$ cat config.mk
export PLATFORM = sky130hd
export DESIGN_NAME = mult_accum_ctl_flat
export DESIGN_NICKNAME = d
export VERILOG_FILES = /design/src/rtl/mult_accum_ctl_if.sv /design/src/rtl/mult_accum_ctl.sv /design/src/flat_wrapper.sv
export SDC_FILE = /design/constraint.sdc
export NUM_CORES = 1
export LEC_CHECK = 0
export BUFFER_PORTS_ARGS = -buffer_cell sky130_fd_sc_hd__buf_2
export CORE_MARGIN = 2
export CORE_UTILIZATION = 50
export DETAILED_ROUTE_END_ITERATION = 16
export PLACE_DENSITY = 0.76
export SLEW_MARGIN = 20
export SYNTH_ARGS = -nofsm -noshare
export SYNTH_HDL_FRONTEND = slang
export SYNTH_SLANG_ARGS = --single-unit
$ cat constraint.sdc
create_clock -name clk -period 3.05 [get_ports clk]
set_clock_uncertainty 0.05 [all_clocks]
set_input_delay 0.61 -clock clk [delete_from_list [all_inputs] [get_ports clk]]
set_output_delay 0.61 -clock clk [all_outputs]
set_load 0.02 [all_outputs]
$ cat src/rtl/mult_accum_ctl_if.sv
// Sample, multiplier and sum signals for mult_accum_ctl. The controller uses the slave modport;
// the master modport is the environment side (upstream source, multiplier, downstream sink).
interface mult_accum_ctl_if #(
  parameter int ACC_W = 48,
  parameter int CNT_W = 16
);
  logic                    in_valid;
  logic                    in_ready;
  logic signed [17:0]      in_a;
  logic signed [17:0]      in_b;
  logic                    in_last;
  logic                    mult_en;
  logic signed [17:0]      mult_a;
  logic signed [17:0]      mult_b;
  logic signed [35:0]      mult_p;
  logic                    out_valid;
  logic                    out_ready;
  logic [ACC_W-1:0]        out_data;
  logic [CNT_W-1:0]        out_count;
  logic                    out_ovf;

  modport slave (
    input  in_valid, in_a, in_b, in_last, mult_p, out_ready,
    output in_ready, mult_en, mult_a, mult_b, out_valid, out_data, out_count, out_ovf
  );

  modport master (
    output in_valid, in_a, in_b, in_last, mult_p, out_ready,
    input  in_ready, mult_en, mult_a, mult_b, out_valid, out_data, out_count, out_ovf
  );
endinterface

$ cat src/rtl/mult_accum_ctl.sv
// Integrate-and-dump controller around a 3-stage 18x18 DSP multiplier; a sum appears 3 enabled edges
// after the last term is accepted. A pending unaccepted sum freezes the multiplier pipe and drops in_ready.
module mult_accum_ctl #(
  parameter int ACC_W = 48,
  parameter int CNT_W = 16
) (
  input logic             clk,
  input logic             rst,
  mult_accum_ctl_if.slave bus
);
  logic [2:0]       r_v;
  logic [2:0]       r_l;
  logic [ACC_W-1:0] r_acc;
  logic [CNT_W-1:0] r_cnt;
  logic             r_ovf_sticky;
  logic             r_out_valid;
  logic [ACC_W-1:0] r_out_data;
  logic [CNT_W-1:0] r_out_count;
  logic             r_out_ovf;

  logic             w_mult_en;
  logic             w_accept;
  logic             w_fire;
  logic [ACC_W-1:0] w_prod;
  logic [ACC_W-1:0] w_sum;
  logic             w_ovf_term;
  logic [CNT_W-1:0] w_cnt_next;

  // Pipe only advances when no sum is waiting, so a held mult_p is never added twice.
  assign w_mult_en = ~(r_out_valid & ~bus.out_ready);
  assign w_accept  = bus.in_valid & w_mult_en & ~rst;
  assign w_fire    = w_mult_en & r_v[2];

  assign w_prod     = {{(ACC_W-36){bus.mult_p[35]}}, bus.mult_p};
  assign w_sum      = r_acc + w_prod;
  assign w_ovf_term = (r_acc[ACC_W-1] == w_prod[ACC_W-1]) & (w_sum[ACC_W-1] != r_acc[ACC_W-1]);
  assign w_cnt_next = (&r_cnt) ? r_cnt : r_cnt + CNT_W'(1);

  assign bus.mult_en   = w_mult_en;
  assign bus.in_ready  = w_mult_en & ~rst;
  assign bus.mult_a    = bus.in_a;
  assign bus.mult_b    = bus.in_b;
  assign bus.out_valid = r_out_valid;
  assign bus.out_data  = r_out_data;
  assign bus.out_count = r_out_count;
  assign bus.out_ovf   = r_out_ovf;

  always_ff @(posedge clk) begin
    if (rst) begin
      r_v          <= '0;
      r_l          <= '0;
      r_acc        <= '0;
      r_cnt        <= '0;
      r_ovf_sticky <= 1'b0;
      r_out_valid  <= 1'b0;
      r_out_data   <= '0;
      r_out_count  <= '0;
      r_out_ovf    <= 1'b0;
    end else begin
      if (w_mult_en) begin
        r_v <= {r_v[1:0], w_accept};
        r_l <= {r_l[1:0], w_accept & bus.in_last};
      end
      if (r_out_valid && bus.out_ready) begin
        r_out_valid <= 1'b0;
      end
      // A dump on the same edge the previous sum is taken wins over the clear.
      if (w_fire) begin
        if (r_l[2]) begin
          r_out_data   <= w_sum;
          r_out_count  <= w_cnt_next;
          r_out_ovf    <= r_ovf_sticky | w_ovf_term;
          r_out_valid  <= 1'b1;
          r_acc        <= '0;
          r_cnt        <= '0;
          r_ovf_sticky <= 1'b0;
        end else begin
          r_acc        <= w_sum;
          r_cnt        <= w_cnt_next;
          r_ovf_sticky <= r_ovf_sticky | w_ovf_term;
        end
      end
    end
  end
endmodule
$ cat src/flat_wrapper.sv
// flat-port wrapper written by rule: the top's interface ports become plain ports
module mult_accum_ctl_flat 
#(
  parameter int ACC_W = 48,
  parameter int CNT_W = 16
)
  (clk, rst, bus_in_valid, bus_in_a, bus_in_b, bus_in_last, bus_mult_p, bus_out_ready, bus_in_ready, bus_mult_en, bus_mult_a, bus_mult_b, bus_out_valid, bus_out_data, bus_out_count, bus_out_ovf);
  mult_accum_ctl_if #(.ACC_W(ACC_W), .CNT_W(CNT_W)) bus_i ();
  input logic clk;
  input logic rst;
  input wire logic [$bits(bus_i.in_valid)-1:0] bus_in_valid;
  input wire logic [$bits(bus_i.in_a)-1:0] bus_in_a;
  input wire logic [$bits(bus_i.in_b)-1:0] bus_in_b;
  input wire logic [$bits(bus_i.in_last)-1:0] bus_in_last;
  input wire logic [$bits(bus_i.mult_p)-1:0] bus_mult_p;
  input wire logic [$bits(bus_i.out_ready)-1:0] bus_out_ready;
  output wire logic [$bits(bus_i.in_ready)-1:0] bus_in_ready;
  output wire logic [$bits(bus_i.mult_en)-1:0] bus_mult_en;
  output wire logic [$bits(bus_i.mult_a)-1:0] bus_mult_a;
  output wire logic [$bits(bus_i.mult_b)-1:0] bus_mult_b;
  output wire logic [$bits(bus_i.out_valid)-1:0] bus_out_valid;
  output wire logic [$bits(bus_i.out_data)-1:0] bus_out_data;
  output wire logic [$bits(bus_i.out_count)-1:0] bus_out_count;
  output wire logic [$bits(bus_i.out_ovf)-1:0] bus_out_ovf;
  assign bus_i.in_valid = bus_in_valid;
  assign bus_i.in_a = bus_in_a;
  assign bus_i.in_b = bus_in_b;
  assign bus_i.in_last = bus_in_last;
  assign bus_i.mult_p = bus_mult_p;
  assign bus_i.out_ready = bus_out_ready;
  assign bus_in_ready = bus_i.in_ready;
  assign bus_mult_en = bus_i.mult_en;
  assign bus_mult_a = bus_i.mult_a;
  assign bus_mult_b = bus_i.mult_b;
  assign bus_out_valid = bus_i.out_valid;
  assign bus_out_data = bus_i.out_data;
  assign bus_out_count = bus_i.out_count;
  assign bus_out_ovf = bus_i.out_ovf;
  mult_accum_ctl #(.ACC_W(ACC_W), .CNT_W(CNT_W)) u_core (.clk(clk), .rst(rst), .bus(bus_i));
endmodule
# Yosys cells after proc, flatten, opt, wreduce, memory -nomap -nowiden
# Index checks and enable logic that the tools add are counted.
# word_totals
reg_bits,137
latch_bits,0
ram_bits,0
mem_bits_ro,0
inputBits,77
output_inout_bits,104
word_cells,34
memories,0
# op_classes
n_addsub,2
mul,0
n_div,0
order_cmp,0
n_eq_ne,2
shift,0
muxes,7
bitwise,11
reduce_logical,3
# op_table
operator,n
48-bit adder,1
48-bit two-way mux,1
16-bit two-way mux,2
16-bit by 1-bit adder with 16-bit output (second input constant),1
16-bit AND reduction,1
1-bit bitwise AND,7
1-bit two-way mux,4
1-bit inverter,3
2-bit AND reduction,1
1-bit equality test,1
1-bit logical AND,1
1-bit inequality test,1
1-bit bitwise OR,1

# Depth between registers and ports, before layout
# logic_depth
ltp_word,6
ltp_mapped,12

# Worst setup path after synthesis
# OpenSTA, ideal clock, no wires.
# synth_path
path_kind,input port to flip-flop
start,input port bus_mult_p[0]
end,register u_core.r_out_data[46] (netlist: u_core.bus.out_data[46])
setup_time_ns,0.117
t_arrival_ns,3.050
required_ns,2.883
path_slack_ns,-0.166
path_stages,11
cell_sequence,ha_1 > fa_1 > a21o_1 > a221oi_2 > o21a_1 > o221ai_2 > a221oi_4 > a21oi_1 > a311oi_2 > xnor2_1 > a22o_1
# synth_between
elab_chain_cells,1
# synth_lines
item,line,rtl
start: declaration,flat_wrapper.sv:15,input wire logic [$bits(bus_i.mult_p)-1:0] bus_mult_p;
48-bit adder,mult_accum_ctl.sv:35,assign w_sum = r_acc + w_prod;
end signal: assignment,mult_accum_ctl.sv:70,r_out_data <= w_sum;
end: declaration,mult_accum_ctl.sv:17,logic [ACC_W-1:0] r_out_data;
# Every way passes these cells.
# A chain may end at the register's enable or synchronous reset.

# Worst setup path in the final report
# layout_path
start,register u_core.r_acc[0]
end,register u_core.r_acc[42]
# layout_between
elab_chain_cells,2
# layout_lines
item,line,rtl
start: declaration,mult_accum_ctl.sv:13,logic [ACC_W-1:0] r_acc;
start signal: assignment,mult_accum_ctl.sv:78,r_acc <= w_sum;
48-bit adder,mult_accum_ctl.sv:35,
48-bit two-way mux,mult_accum_ctl.sv:69,if (r_l[2]) begin
# Every way passes these cells.

==> flow_metrics.py <==
metrics = {
    "status": {
        "outcome": "finished, final reports clean",
    },
    "clocking": {
        "cts_buffer_depth": 2,
        "clock_sinks": 137,
        "cts_root_buffer": "clkbuf_16",
        "clkTransAtPathRegs_ps": 60,
        "htreeDepth": 4,
        "cts_tree": "done",
        "cts_inserted_buffers": 17,
        "hold_buffers": 0,
        "worstSkewPairLatency_ps": 430,
    },
    "floorplanning": {
        "initial_core_util": 0.506,
        "die_h_um": 130,
        "fp.coreArea_um2": 15800,
        "ios": 181,
        "rows": 46,
        "die_w_um": 130,
        "dieArea_um2": 17000,
    },
    "setup_path": {
        "worst-setup-path-type": "flop to flop",
        "start_kind": "flop",
        "cp_max_fo": 4,
        "critPathArrivalTime_ps": 3240,
        "worstPathCellList": "ha_4, fa_2, a21o_1, a221oi_2, o21a_2, o221ai_2, a221oi_4, a21boi_2, a21oi_2, xnor2_1, a22o_1",
        "crit-reg2reg-launch": "u_core.r_acc[0]",
        "cp-end-kind": "flop",
        "crit_path_top_delay_cell": "a221oi_4",
        "crit_path_start": "u_core.r_acc[0]",
        "max_stage_delay_ps": 390,
        "critPathTopFamily": "compound AO/OA/AOI/OAI gates",
        "crit_cells": 11,
        "cp.required_ps": 3330,
        "crit_buf_inv": 0,
        "r2r_cells": 11,
    },
    "synth": {
        "netlist_area_um2": 7980,
        "ys.flop_type": "dfxtp_1",
        "yosys.area.top_type": "dfxtp_1",
        "syn_area_per_cell_um2": 8.26,
        "synth_top_area_frac": 0.344,
        "yosys_register_bits": 137,
        "ys_top_cells_by_area": "dfxtp_1 (34%), ha_1 (7.5%), a22o_1 (7.1%)",
        "async_flop_share": 0,
        "synth_edf_count": 0,
        "synth.distinct_cells": 67,
        "yosysWarnings": 0,
        "ys_seq_area_frac": 0.344,
        "syn_inst": 966,
        "synth_nets": 1092,
    },
    "drt": {
        "top_layer_used": "met4",
        "routed_wl_um": 21700,
        "met2_length_um": 10300,
        "via_count": 7691,
        "via_per_inst": 5.76,
        "wl_met1_um": 9650,
        "dr.pass1.iters": 7,
        "drtIter0Drc": 561,
        "remaining_drc_errors": 0,
        "avgRoutedWirePerCell_um": 16.2,
        "postRouteAntennaNets": 0,
        "route.met3.wl_um": 1200,
    },
    "global_route": {
        "grt_pass1_vias": 7283,
        "overflow": 0,
        "grtUsageTotal": 0.257,
        "antenna_found_initial": 0,
        "grt_max_degree": 35,
        "grt_pass1_wl_um": 34700,
    },
    "timing": {
        "worst_pin_slew_ps": 647,
        "setup_violations": 0,
        "rsz0062_at_grt": "true",
        "max_clock_freq_mhz": 338,
        "max_slew_margin": 0.567,
        "min_period_ps": 2960,
        "fin_tns_setup_ps": 0,
        "final_max_slew_viol_count": 0,
        "final_hold_viol_count": 0,
        "min_period_over_period": 0.971,
    },
    "pwr": {
        "p_leak_nw": 4.50,
        "power_mw": 4.67,
        "vdd_drop_max_mv": 0.433,
        "powerDensity_nw_per_um2": 475,
    },
    "cells_and_area": {
        "antenna_cells": 0,
        "fin_nets": 1235,
        "drive_above_1_share": 0.247,
        "final_util": 0.624,
        "area_growth_pct": 23.3,
    },
    "placed_design": {
        "dp_hpwl_um": 15900,
        "gp_congestion": 0.939,
        "portBuffers": 108,
    },
    "worst_hold_path": {
        "worstHoldStart": "bus_in_valid",
        "hold_path_class": "input pin to flop",
        "hold_depth": 3,
    },
    "run": {
        "max_cap_violations": 0,
    },
}
power breakdown:
part	switching, mW	internal, mW	total (mW)
Clock	0.795	1.49	2.28
Combinational	0.319	0.238	0.557
Sequential	0.0204	1.81	1.83
Total	1.13	3.54	4.67
cell families (layout without fill, tap and decap cells):
logic type / count (synthesis) / after routing / synth area share
adder cells (fa/ha/maj): 49 / 49 / 0.0778
multiplexers: 4 / 4 / 0.00502
flip-flops: 137 / 137 / 0.344
buffers and inverters: 116 / 270 / 0.0734
AND/OR/NAND/NOR: 289 / 289 / 0.168
XOR/XNOR: 54 / 54 / 0.0593
AO/OA/AOI/OAI: 317 / 317 / 0.273
area by class of cell:
class                   count  area (um2)
multi-input cells         713        4710
well taps                 216         270
inverters                  16        60.1
clock inverters            11         195
repair buffers            224        1410
fillers                  1395        5930
flip-flops and latches    137        2740
clock buffers              19         453
placed cells by master (no fill, tap or decap), drive strengths merged, types with 3 or more instances in the layout:
cell,netlist,final
dfxtp,137,137
bufinv,0,5
a31oi,10,10
inv,15,16
clkinv,1,6
a22oi,23,23
a22o,65,65
or3,3,3
and4,4,4
a21boi,3,3
o21bai,8,8
buf,52,224
or4,5,5
xor2,18,18
o21ai,54,54
a21oi,90,90
nand2,94,94
o21a,5,5
a311oi,3,3
and3,10,10
o211ai,4,4
nand4,21,21
xnor2,36,36
and2,5,5
nor2,82,82
nand3,21,21
a211oi,4,4
nor2b,4,4
a21o,24,24
ha,48,48
mux2i,4,4
nor3,25,25
clkbuf,48,19
nor4,3,3
or2,4,4
a221oi,6,6
final timing paths:
check	endpoint	slack, ps
setup / recovery	u_core.r_acc[42]	90
hold / removal	u_core.r_v[0]	380
setup reg to reg	u_core.r_acc[42]	90
hold reg to reg	u_core.bus.out_count[13]	390
Yosys cell counts, types with 5 or more instances:
cell      number
a21o_1        24
a21oi_1       86
a22o_1        65
a22oi_1       23
a31oi_1       10
and2_1         5
and3_1        10
buf_1          6
buf_2         10
buf_4         36
clkbuf_1      46
dfxtp_1      137
ha_1          48
inv_1         15
nand2_1       94
nand3_1       21
nand4_1       21
nor2_1        82
nor3_1        25
o21a_1         5
o21ai_0       52
o21bai_1       8
xnor2_1       36
xor2_1        18
registers in the layout (all words and copies together) (netlist names):
signal / flops
u_core.bus.out_data: 48
u_core.r_l: 3
u_core.bus.out_valid: 1
u_core.r_ovf_sticky: 1
u_core.bus.out_count: 16
u_core.bus.out_ovf: 1
u_core.r_v: 3
u_core.r_cnt: 16
u_core.r_acc: 48
stage by stage:
step | area, um2 | instances | setup slack, ps | hold slack [ps]
floorplan | 8000 | 966 | -44.0 | 382
global placement | 9150 | 1303 | -319 | 374
detailed placement | 9150 | 1303 | -366 | 389
CTS | 9800 | 1333 | 18.9 | 377
global route | 9840 | 1336 | -25.3 | 402
finish | 9840 | 1336 | 89.9 | 380
worst reg2reg max path: cells and delay by family, from the launching register on:
family	cells	cell delay [ps]
flops	1	340
compound gates	8	1830
xor+xnor	1	130
fa+ha+maj	2	510
repair_timing:
action	in CTS	in global routing
buffers inserted	0	3
endpoints found under the setup margin	0	15
resized for setup	0	5
metal layers:
metal / track usage / vias to the layer above
met1: 0.325 / 3622
met5: 0 / -
li1: - / 3780
met2: 0.434 / 238
met4: 0.106 / 0
met3: 0.0459 / 51
Power figures use the tool's default switching activity.
